File: src/rtl/cache_arbiter.sv
// Two-client arbiter between the split L1 caches and the single physical-memory port.
// One transaction at a time: the winning command is registered onto pmem, the response is routed back.
module cache_arbiter #(
  parameter bit FAIR = 1'b1
) (
  input  logic         clk,
  input  logic         reset_n,
  input  logic         i_pmem_read,
  input  logic [15:0]  i_pmem_address,
  output logic [127:0] i_pmem_rdata,
  output logic         i_pmem_resp,
  input  logic         d_pmem_read,
  input  logic         d_pmem_write,
  input  logic [15:0]  d_pmem_address,
  input  logic [127:0] d_pmem_wdata,
  output logic [127:0] d_pmem_rdata,
  output logic         d_pmem_resp,
  output logic         pmem_read,
  output logic         pmem_write,
  output logic [15:0]  pmem_address,
  output logic [127:0] pmem_wdata,
  input  logic [127:0] pmem_rdata,
  input  logic         pmem_resp
);

  typedef enum logic [1:0] {
    IDLE    = 2'd0,
    SERVE_I = 2'd1,
    SERVE_D = 2'd2,
    DONE    = 2'd3
  } state_e;

  localparam logic GRANT_I = 1'b0;
  localparam logic GRANT_D = 1'b1;

  state_e         state_q, state_d;
  logic           last_grant_q, last_grant_d;
  logic           pmem_read_q, pmem_read_d;
  logic           pmem_write_q, pmem_write_d;
  logic [15:0]    pmem_address_q, pmem_address_d;
  logic [127:0]   pmem_wdata_q, pmem_wdata_d;

  logic           i_req_s;
  logic           d_req_s;
  logic           grant_d_s;

  assign i_req_s = i_pmem_read;
  assign d_req_s = d_pmem_read | d_pmem_write;

  // On a tie D wins, unless round-robin is enabled and D held the previous grant.
  assign grant_d_s = d_req_s & (~i_req_s | ~FAIR | (last_grant_q == GRANT_I));

  // Next-state and command logic; the command is only loaded in IDLE and cleared on the response.
  always_comb begin
    state_d        = state_q;
    last_grant_d   = last_grant_q;
    pmem_read_d    = pmem_read_q;
    pmem_write_d   = pmem_write_q;
    pmem_address_d = pmem_address_q;
    pmem_wdata_d   = pmem_wdata_q;

    case (state_q)
      IDLE: begin
        if (grant_d_s) begin
          state_d        = SERVE_D;
          last_grant_d   = GRANT_D;
          pmem_address_d = d_pmem_address;
          pmem_wdata_d   = d_pmem_wdata;
          // A simultaneous read stays pending behind the write-back.
          pmem_write_d   = d_pmem_write;
          pmem_read_d    = ~d_pmem_write;
        end else if (i_req_s) begin
          state_d        = SERVE_I;
          last_grant_d   = GRANT_I;
          pmem_address_d = i_pmem_address;
          pmem_read_d    = 1'b1;
          pmem_write_d   = 1'b0;
        end else begin
          state_d        = IDLE;
        end
      end
      SERVE_I, SERVE_D: begin
        if (pmem_resp) begin
          state_d      = DONE;
          pmem_read_d  = 1'b0;
          pmem_write_d = 1'b0;
        end else begin
          state_d      = state_q;
        end
      end
      DONE: begin
        state_d = IDLE;
      end
      default: begin
        state_d      = IDLE;
        pmem_read_d  = 1'b0;
        pmem_write_d = 1'b0;
      end
    endcase
  end

  // State and registered pmem command.
  always_ff @(posedge clk or negedge reset_n) begin
    if (!reset_n) begin
      state_q        <= IDLE;
      last_grant_q   <= GRANT_I;
      pmem_read_q    <= 1'b0;
      pmem_write_q   <= 1'b0;
      pmem_address_q <= 16'h0000;
      pmem_wdata_q   <= 128'd0;
    end else begin
      state_q        <= state_d;
      last_grant_q   <= last_grant_d;
      pmem_read_q    <= pmem_read_d;
      pmem_write_q   <= pmem_write_d;
      pmem_address_q <= pmem_address_d;
      pmem_wdata_q   <= pmem_wdata_d;
    end
  end

  assign pmem_read    = pmem_read_q;
  assign pmem_write   = pmem_write_q;
  assign pmem_address = pmem_address_q;
  assign pmem_wdata   = pmem_wdata_q;

  assign i_pmem_resp  = pmem_resp & (state_q == SERVE_I);
  assign d_pmem_resp  = pmem_resp & (state_q == SERVE_D);
  assign i_pmem_rdata = pmem_rdata;
  assign d_pmem_rdata = pmem_rdata;

endmodule

File: config.mk
export PLATFORM = sky130hd
export DESIGN_NAME = cache_arbiter
export DESIGN_NICKNAME = d
export VERILOG_FILES = /design/src/rtl/cache_arbiter.sv
export SDC_FILE = /design/constraint.sdc
export NUM_CORES = 1
export LEC_CHECK = 0
export ABC_CLOCK_PERIOD_IN_PS = 2000
export CAP_MARGIN = 20
export CORE_AREA = 5 5 272 274
export CTS_BUF_LIST = sky130_fd_sc_hd__clkbuf_8
export DETAILED_ROUTE_END_ITERATION = 6
export DIE_AREA = 0 0 277 279
export PLACE_DENSITY_LB_ADDON = 0.1
export SLEW_MARGIN = 20
export SYNTH_ARGS = -nofsm -noshare
export SYNTH_HDL_FRONTEND = slang
export SYNTH_SLANG_ARGS = --single-unit
File: constraint.sdc
create_clock -name clk -period 2 [get_ports clk]
set_clock_uncertainty 0.15 [all_clocks]
set_input_delay 0.4 -clock clk [delete_from_list [all_inputs] [get_ports clk]]
set_output_delay 0.4 -clock clk [all_outputs]
set_load 0.02 [all_outputs]
==> flow_metrics.py, run 1 <==
metrics = {
    "route": {
        "ant_nets": 0,
        "via_per_inst": 2.74,
        "drtPass1Iterations": 4,
        "drtIter0Drc": 116,
        "post_drt_wl_per_cell_um": 15.9,
        "via_count": 4656,
        "drc_errors": 0,
        "wl_um": 26900,
    },
    "floorplanning": {
        "dieWidth_um": 277,
        "die_h_um": 279,
        "core_area_um2": 71100,
        "rows": 98,
        "ioPinCount": 698,
        "initial_core_util_pct": 10.9,
        "dieArea_um2": 77300,
    },
    "sta": {
        "hold_viol": 0,
        "worstMarginPinSlew_ns": 0.418,
        "finalSetupTns_ns": -0.109,
        "min_period_ns": 2.02,
        "rsz0062_at_grt": "yes",
        "hold_slack_ns": 0.174,
        "slew_violations": 0,
        "fin_ws_ns": -0.0192,
        "max_slew_margin_pct": 72.2,
        "max_freq_mhz": 495,
        "setup_viol": 10,
        "fin_crit_sh_pct": 101,
    },
    "layout": {
        "drive_above_1_share_pct": 26.4,
        "final_common_cell": "clkdlybuf4s50_1",
        "fillers": 7973,
        "syn_to_final_growth_pct": 44.2,
        "final_cell_mix": "clkdlybuf4s50_1 (164), dfrtp_1 (147), dlygate4sd2_1 (142), mux2_4 (70), mux2_2 (30)",
        "nNetsFinal": 1031,
        "fin_util_pct": 15.8,
        "instances_no_fill": 1697,
        "antennaDiodeCount": 0,
    },
    "global_route": {
        "grt_max_degree": 58,
        "overflow": 0,
        "grt_pass1_wl_um": 36900,
        "antenna_found_initial": 1,
        "gr-usage-all-layers_pct": 6.60,
        "grt_pass1_vias": 5258,
    },
    "power_and_ir_drop": {
        "power.share.clock_pct": 14.9,
        "p_sw_share_pct": 39.9,
        "p_comb_share_pct": 54.0,
        "power.switching_mw": 6.86,
        "peakVddDrop_v": 0.000463,
        "power_frac_seq_pct": 31.1,
        "powerDensity_nw_per_um2": 1540,
        "p_int_mw": 10.3,
        "p_leak_nw": 4.72,
    },
    "cts": {
        "clk_latency_ns": 0.52,
        "htree_num_levels": 4,
        "clock_sinks": 149,
        "max-clock-path-buffers": 2,
        "clkSlewWorstSetupHoldPaths_ns": 0.11,
        "numCtsBuffers": 17,
        "cts_tree": "yes",
        "cts-root-buf": "clkbuf_8",
    },
    "yosys": {
        "synth_area_um2": 7770,
        "synth.avg_cell_area_um2": 12.3,
        "synth_cell_types": 27,
        "syn-num-nets": 927,
        "ys_seq_area_share_pct": 48.0,
        "ys_ff_latch": 149,
        "syn_inst": 630,
        "ys.warnings.count": 0,
    },
    "critical_path": {
        "crit_fanout": 9,
        "startpoint_type": "flip-flop",
        "crit_required_ns": 2.27,
        "critPathKind": "reg2reg",
        "end_kind": "flip-flop",
        "critPathArrivalTime_ns": 2.29,
    },
    "place": {
        "dpl.cell_count": 1653,
        "dp_hpwl_um": 19700,
        "place.gp.congestion": 0.631,
        "place_ws_ns": -0.205,
        "io_buffers": 313,
    },
    "run_status": {
        "violations": "negative setup slack",
        "status": "finished with violations",
    },
    "run": {
        "maxCapViolations": 0,
    },
    "min_path": {
        "hold_class": "in2async",
    },
}
[metal layers]
layer | vias up | wire length [µm] | GRT usage, %
met5 | - | 141 | 1.34
met4 | 4 | 1070 | 3.45
met3 | 80 | 3450 | 5.02
met2 | 315 | 12400 | 10.2
met1 | 2214 | 9840 | 6.35
li1 | 2043 | - | -
[power groups by stage]
stage          logic, mW  registers (mW)  clock network, mW
2_1_floorplan       3.20            7.19                  0
3_3_place_gp        9.26            5.41                  0
3_5_place_dp        9.18            5.43                  0
4_1_cts             8.24            5.34               2.84
5_1_grt             9.95            5.57               2.93
6_report            9.30            5.34               2.57
[path summary, 6_finish.rpt]
check                                  startpoint               end  slack [ns]  cells after the start
worst min register to register   pmem_address[12]  pmem_address[12]        0.33                      2
worst max-delay path                   state_q[0]    pmem_wdata[98]       -0.02                      7
max in group asynchronous                 reset_n    pmem_wdata[89]        0.84                      3
min in group clk                d_pmem_wdata[101]   pmem_wdata[101]        0.30                      2
worst min-delay path                      reset_n    pmem_wdata[41]        0.17                      2
worst max register to register         state_q[0]    pmem_wdata[98]       -0.02                      7
[Yosys cell counts, drive strengths merged]
master	count	share of area, %
a211oi	1	0.097
a21o	1	0.097
a21oi	2	0.13
a31o	1	0.11
a31oi	2	0.16
and2	2	0.16
buf	273	27
clkbuf	3	0.14
dfrtp	149	48
ha	3	0.48
inv	2	0.097
mux2	128	19
mux2i	16	2.1
nand2	18	0.87
nand2b	1	0.081
nand3	1	0.064
nor2b	3	0.24
nor4b	1	0.11
o211a	1	0.13
o21ai	19	1.2
o221a	1	0.14
o2bb2ai	1	0.11
o31ai	1	0.16
[critical path, cell delays in order, from the launching register on]
cell,delay (ns)
dfrtp_1,0.44
inv_2,0.09
buf_4,0.12
ha_4,0.13
o211a_4,0.25
buf_12,0.20
clkbuf_16,0.18
mux2_1,0.32
[through the flow]
| stage | cell area (µm²) | power [mW] |
|---|---|---|
| 2_1_floorplan | 7770 | 10.4 |
| 3_3_place_gp | 10400 | 14.7 |
| 3_5_place_dp | 10400 | 14.6 |
| 4_1_cts | 10700 | 16.4 |
| 5_1_grt | 11200 | 18.4 |
| 6_report | 11200 | 17.2 |
[state kept, by name, summed over array words and instances, names as in the netlist]
signal,flops
pmem_wdata,128
pmem_address,16
state_q,2
last_grant_q,1
pmem_read,1
pmem_write,1
[cell families after synthesis]
kind of cell / Yosys count / share of synthesized area, %
fa+ha+maj: 3 / 0.483
mux: 144 / 20.6
flops: 149 / 48.0
compound gates: 30 / 2.37
simple gates: 26 / 1.53
buf+inv: 278 / 27.1
[area by class of cell]
class	instances	area, µm²	share of cell area, %
Sequential cell	149	3730	33.3
Tap cell	950	1190	10.6
Clock buffer	17	234	2.09
Multi-Input combinational cell	203	2270	20.2
Timing Repair Buffer	361	3620	32.3
Clock inverter	15	160	1.43
Inverter	2	7.51	0.0670
[timing repair]
item                                    CTS  global route
endpoints found under the setup margin  149            49
endpoints found under the hold margin   149             0
hold buffers                              1             0
pin swaps                                 1             0
gates resized for setup                 169            89
buffers inserted                          0             5
cloned                                    1             5
No activity file was read; power rests on OpenSTA's default activity.
==> run 2, diff against run 1 <==
==> constraint.sdc (replaced) <==
create_clock -name clk -period 2 [get_ports clk]
set_clock_uncertainty 0.15 [all_clocks]
set_input_delay 0.4 -clock clk [delete_from_list [all_inputs] [get_ports clk]]
set_output_delay 0.4 -clock clk [all_outputs]
set_load 0.005 [all_outputs]
==> run 2 against run 1 <==
  * The run still ends with negative setup slack left
  * Non-clock buffer count decreased by 5
  * Critical path depth shrank 3
  * Final cell count shrank 0.29%
  * Setup slack improved by 0.0011 ns
  * Critical path type is now reg2out
  * Critical endpoint is now i_pmem_resp
  * Largest cell class unchanged
==> flow_metrics.py, run 2 (same netlist as run 1, synthesis figures left out) <==
metrics = {
    "layout": {
        "syn_to_final_growth_pct": 42.3,
        "final_cell_mix": "clkdlybuf4s50_1 (164), dfrtp_1 (148), dlygate4sd2_1 (146), mux2_4 (62), mux2_1 (36)",
        "fin_util_pct": 15.6,
        "fillers": 7972,
        "drive_above_1_share_pct": 24.5,
        "nNetsFinal": 1026,
        "instances_no_fill": 1692,
        "largest_register_ffs": 128,
        "final_common_cell": "clkdlybuf4s50_1",
        "antennaDiodeCount": 0,
    },
    "critical_path": {
        "r2r-start": "state_q[1]",
        "r2r_cells": 7,
        "rrSetupSlack_ns": 0.01,
        "end_kind": "primary output",
        "startpoint_type": "flip-flop",
        "critPathArrivalTime_ns": 1.47,
        "crit_required_ns": 1.45,
        "critPathKind": "reg2out",
        "max_stage_delay_ns": 0.41,
        "crit_fanout": 2,
        "crit_chain": "buf_6 -> ha_4 -> and2_4 -> buf_6",
        "crit_top_cell": "buf_6",
        "crit_slowest_cell": "dfrtp_1",
        "r2r-end": "pmem_wdata[43]",
    },
    "run_status": {
        "violations": "negative setup slack",
        "status": "finished with violations",
    },
    "global_route": {
        "gr-usage-all-layers_pct": 6.79,
        "overflow": 0,
        "grt_pass1_wl_um": 38200,
        "grt_pass1_vias": 5391,
        "grt_max_degree": 38,
        "antenna_found_initial": 1,
    },
    "power_and_ir_drop": {
        "peakVddDrop_v": 0.000348,
        "fin_total_pwr_mw": 15.0,
        "p_leak_nw": 4.65,
        "powerDensity_nw_per_um2": 1360,
    },
    "cts": {
        "htree_num_levels": 4,
        "numCtsBuffers": 17,
        "clk_latency_ns": 0.54,
        "cts_tree": "yes",
        "clkSlewWorstSetupHoldPaths_ns": 0.10,
        "cts-root-buf": "clkbuf_8",
        "max-clock-path-buffers": 2,
        "clock_sinks": 149,
    },
    "floorplanning": {
        "dieArea_um2": 77300,
        "die_h_um": 279,
        "ioPinCount": 698,
        "core_area_um2": 71100,
        "dieWidth_um": 277,
        "rows": 98,
        "initial_core_util_pct": 10.9,
    },
    "route": {
        "via_count": 4669,
        "ant_nets": 0,
        "wl_um": 27000,
        "via_per_inst": 2.76,
        "drc_errors": 0,
        "drtIter0Drc": 131,
        "post_drt_wl_per_cell_um": 16.0,
        "drtPass1Iterations": 4,
    },
    "sta": {
        "worstMarginPinSlew_ns": 0.443,
        "fin_crit_sh_pct": 101,
        "min_period_ns": 2.02,
        "fin_ws_ns": -0.0181,
        "rsz0062_at_grt": "yes",
        "setup_viol": 1,
        "slew_violations": 0,
        "hold_viol": 0,
        "max_freq_mhz": 496,
        "max_slew_margin_pct": 70.4,
    },
    "place": {
        "place_ws_ns": -0.191,
        "place.gp.congestion": 0.634,
        "dpl.cell_count": 1651,
        "dp_hpwl_um": 20200,
        "io_buffers": 313,
    },
    "min_path": {
        "hold_class": "in2async",
    },
    "run": {
        "maxCapViolations": 0,
    },
}
==> run 2: timing repair <==
item / CTS / global route
cloned: 0 / 2
setup endpoints to repair: 148 / 7
endpoints found under the hold margin: 149 / 0
pin swaps: 1 / 2
hold buffers: 1 / 0
gates resized for setup: 166 / 66
buffers inserted: 5 / 1
==> run 2: area by class of cell <==
| type | instances | area [µm²] | share of cell area, % |
|---|---|---|---|
| flip-flops and latches | 149 | 3730 | 33.7 |
| repair buffers | 356 | 3500 | 31.6 |
| multi-input cells | 203 | 2240 | 20.2 |
| well taps | 950 | 1190 | 10.7 |
| clock buffers | 17 | 234 | 2.11 |
| clock inverters | 15 | 164 | 1.48 |
| inverters | 2 | 7.51 | 0.0679 |
==> run 2: how the worst max path moves through the flow <==
stage / from / to / slack [ns] / depth (start not counted)
after detailed placement: d_pmem_read / pmem_address[10] / -0.19 / 6
after floorplan: state_q[0] / pmem_wdata[100] / 0.16 / 7
after global routing: state_q[0] / i_pmem_resp / -0.14 / 4
after CTS: state_q[0] / i_pmem_resp / -0.15 / 4
after global placement: d_pmem_read / pmem_address[10] / -0.21 / 6
final: state_q[0] / i_pmem_resp / -0.02 / 4
==> run 2: worst max-delay path: cells and delay by family, from the launching register on <==
family,cells,cell delay (ns)
flops,1,0.41
buf+inv,2,0.22
simple gates,1,0.13
fa+ha+maj,1,0.15
==> run 2: through the flow <==
stage	hold slack (ns)	instance area (µm²)	setup TNS [ns]
5_1_grt	0.154	11100	-2.66
3_5_place_dp	0.224	10500	-19.83
4_1_cts	0.124	10800	-0.230
3_3_place_gp	0.226	10500	-16.92
6_report	0.193	11100	-0.0181
2_1_floorplan	-0.0456	7770	0
==> run 2: routing by layer <==
metal  vias up  track usage (%)  part of all wire [%]
met5         -             1.34                  0.57
met4         6             3.68                   4.0
met3        73             4.80                    13
met2       319             10.6                    46
met1      2238             6.65                    37
li1       2033                -                     -
==> run 2: power breakdown <==
group          internal [mW]  leakage, nW  switching (mW)
combinational           4.41         2.69            2.76
sequential              4.57         1.76           0.753
clock                  0.938        0.201            1.61
==> RTL edit: new RTL, config.mk and constraints of run 1 <==
Make the reset (`reset_n`) synchronous in one clocked block.
--- a/src/rtl/cache_arbiter.sv
+++ b/src/rtl/cache_arbiter.sv
@@ -100,7 +100,7 @@
   end
 
   // State and registered pmem command.
-  always_ff @(posedge clk or negedge reset_n) begin
+  always_ff @(posedge clk) begin
     if (!reset_n) begin
       state_q        <= IDLE;
       last_grant_q   <= GRANT_I;
Formal check against the unedited RTL: differs if reset_n is asserted again (counterexample within 4 cycles, from zero or initial values and one cycle with reset_n low); with reset_n held inactive, the same outputs for 4 cycles.
==> RTL edit against run 1 <==
- setup slack better by 96 ps
- critical path type is now register to output pin
- routed wire length rose by 31%
- cell area fell by 3.3%
- non-clock buffer count up 10
- critical endpoint is now d_pmem_resp
- combinational power decreased by 24%
- sequential cell count unchanged
- largest power group unchanged
- worst hold slack improved by 96 ps
- area after synthesis decreased by 0.61%
- first-iteration DRC count grew 150%
- cell count up 17%
- total power fell by 19%
==> RTL edit: results (changes against run 1) <==
{
  "run_status": {"value": "completed", "change": "was complete, but fails checks"},
  "grt_max_degree": {"value": 62, "change": "was 58"},
  "drt-pass1-iter-count": {"value": 5, "change": "was 4"},
  "r2r.worst_path.cells": {"value": 6, "change": "was 7"},
  "first_pass_grt_wire_length": {"value": 50.9, "unit": "mm", "change": "was 36.9 mm"},
  "dpl.cell_count": {"value": 1950, "change": "was 1653"},
  "holdCritPathClass": {"value": "primary input to register", "change": "was primary input to async pin"},
  "clockNetworkPower": {"value": 2690, "unit": "uW", "change": "was 2570 uW"},
  "pwr.group.combinational": {"value": 7030, "unit": "uW", "change": "was 9300 uW"},
  "detailedPlace.worstSlack": {"value": -228, "unit": "ps", "change": "was -205 ps"},
  "antenna_found_initial": {"value": 2, "change": "was 1"},
  "dp_hpwl": {"value": 25.9, "unit": "mm", "change": "was 19.7 mm"},
  "met2WireLength": {"value": 16.2, "unit": "mm", "change": "was 12.4 mm"},
  "globalRouteTotalUtil": {"value": 0.0889, "change": "was 0.0660"},
  "power.static_leakage": {"value": 0.00425, "unit": "uW", "change": "was 0.00472 uW"},
  "critical_path_peak_fanout": {"value": 3, "change": "was 9"},
  "r2r-start": {"value": "state_q[1]$_SDFFE_PN0P_", "change": "was state_q[0]$_DFFE_PN0P_"},
  "drt-met1-wl": {"value": 14.0, "unit": "mm", "change": "was 9.84 mm"},
  "synth.area.top_cells": {"value": "dfxtp_1, buf_4, a21oi_1", "change": "was dfrtp_1, buf_4, mux2_1"},
  "internal_power": {"value": 7790, "unit": "uW", "change": "was 10300 uW"},
  "synth.yosys.seq_area_share": {"value": 0.386, "change": "was 0.480"},
  "wl": {"value": 35.4, "unit": "mm", "change": "was 26.9 mm"},
  "synth_cell_types": {"value": 29, "change": "was 27"},
  "predominant_post_synthesis_flop_cell": {"value": "dfxtp_1", "change": "was dfrtp_1"},
  "iteration_0_drc_count_of_the_detailed_router": {"value": 287, "change": "was 116"},
  "routed-wl-met3": {"value": 3.45, "unit": "mm", "change": "about the same"},
  "wire_per_inst": {"value": 17.8, "unit": "um", "change": "was 15.9 um"},
  "place.gp.congestion": {"value": 0.661, "change": "was 0.631"}
}
==> RTL edit: logic make-up after synthesis <==
logic type | after synthesis | share of synthesized area
compound gates | 301 | 0.204
buf+inv | 339 | 0.297
fa+ha+maj | 3 | 0.00486
mux | 1 | 0.00130
flops | 149 | 0.386
simple gates | 171 | 0.107
==> RTL edit: cell type report <==
type / count / area, sq um
clock buffers: 17 / 234
multi-input cells: 476 / 2500
well taps: 950 / 1190
flip-flops and latches: 149 / 2990
fillers: 8177 / 60300
clock inverters: 15 / 181
diodes: 1 / 2.50
repair buffers: 371 / 3710
inverters: 4 / 25.0
==> RTL edit: repair_timing <==
| action | 4_1_cts | 5_1_grt |
|---|---|---|
| pin swaps | 0 | 2 |
| setup endpoints to repair | 148 | 2 |
| resized for setup | 169 | 3 |
==> RTL edit: worst max-delay path: stages (launching register included) <==
cell and delay, ps:
dfxtp_4 390, inv_4 40, ha_4 160, and2_4 140, buf_6 120
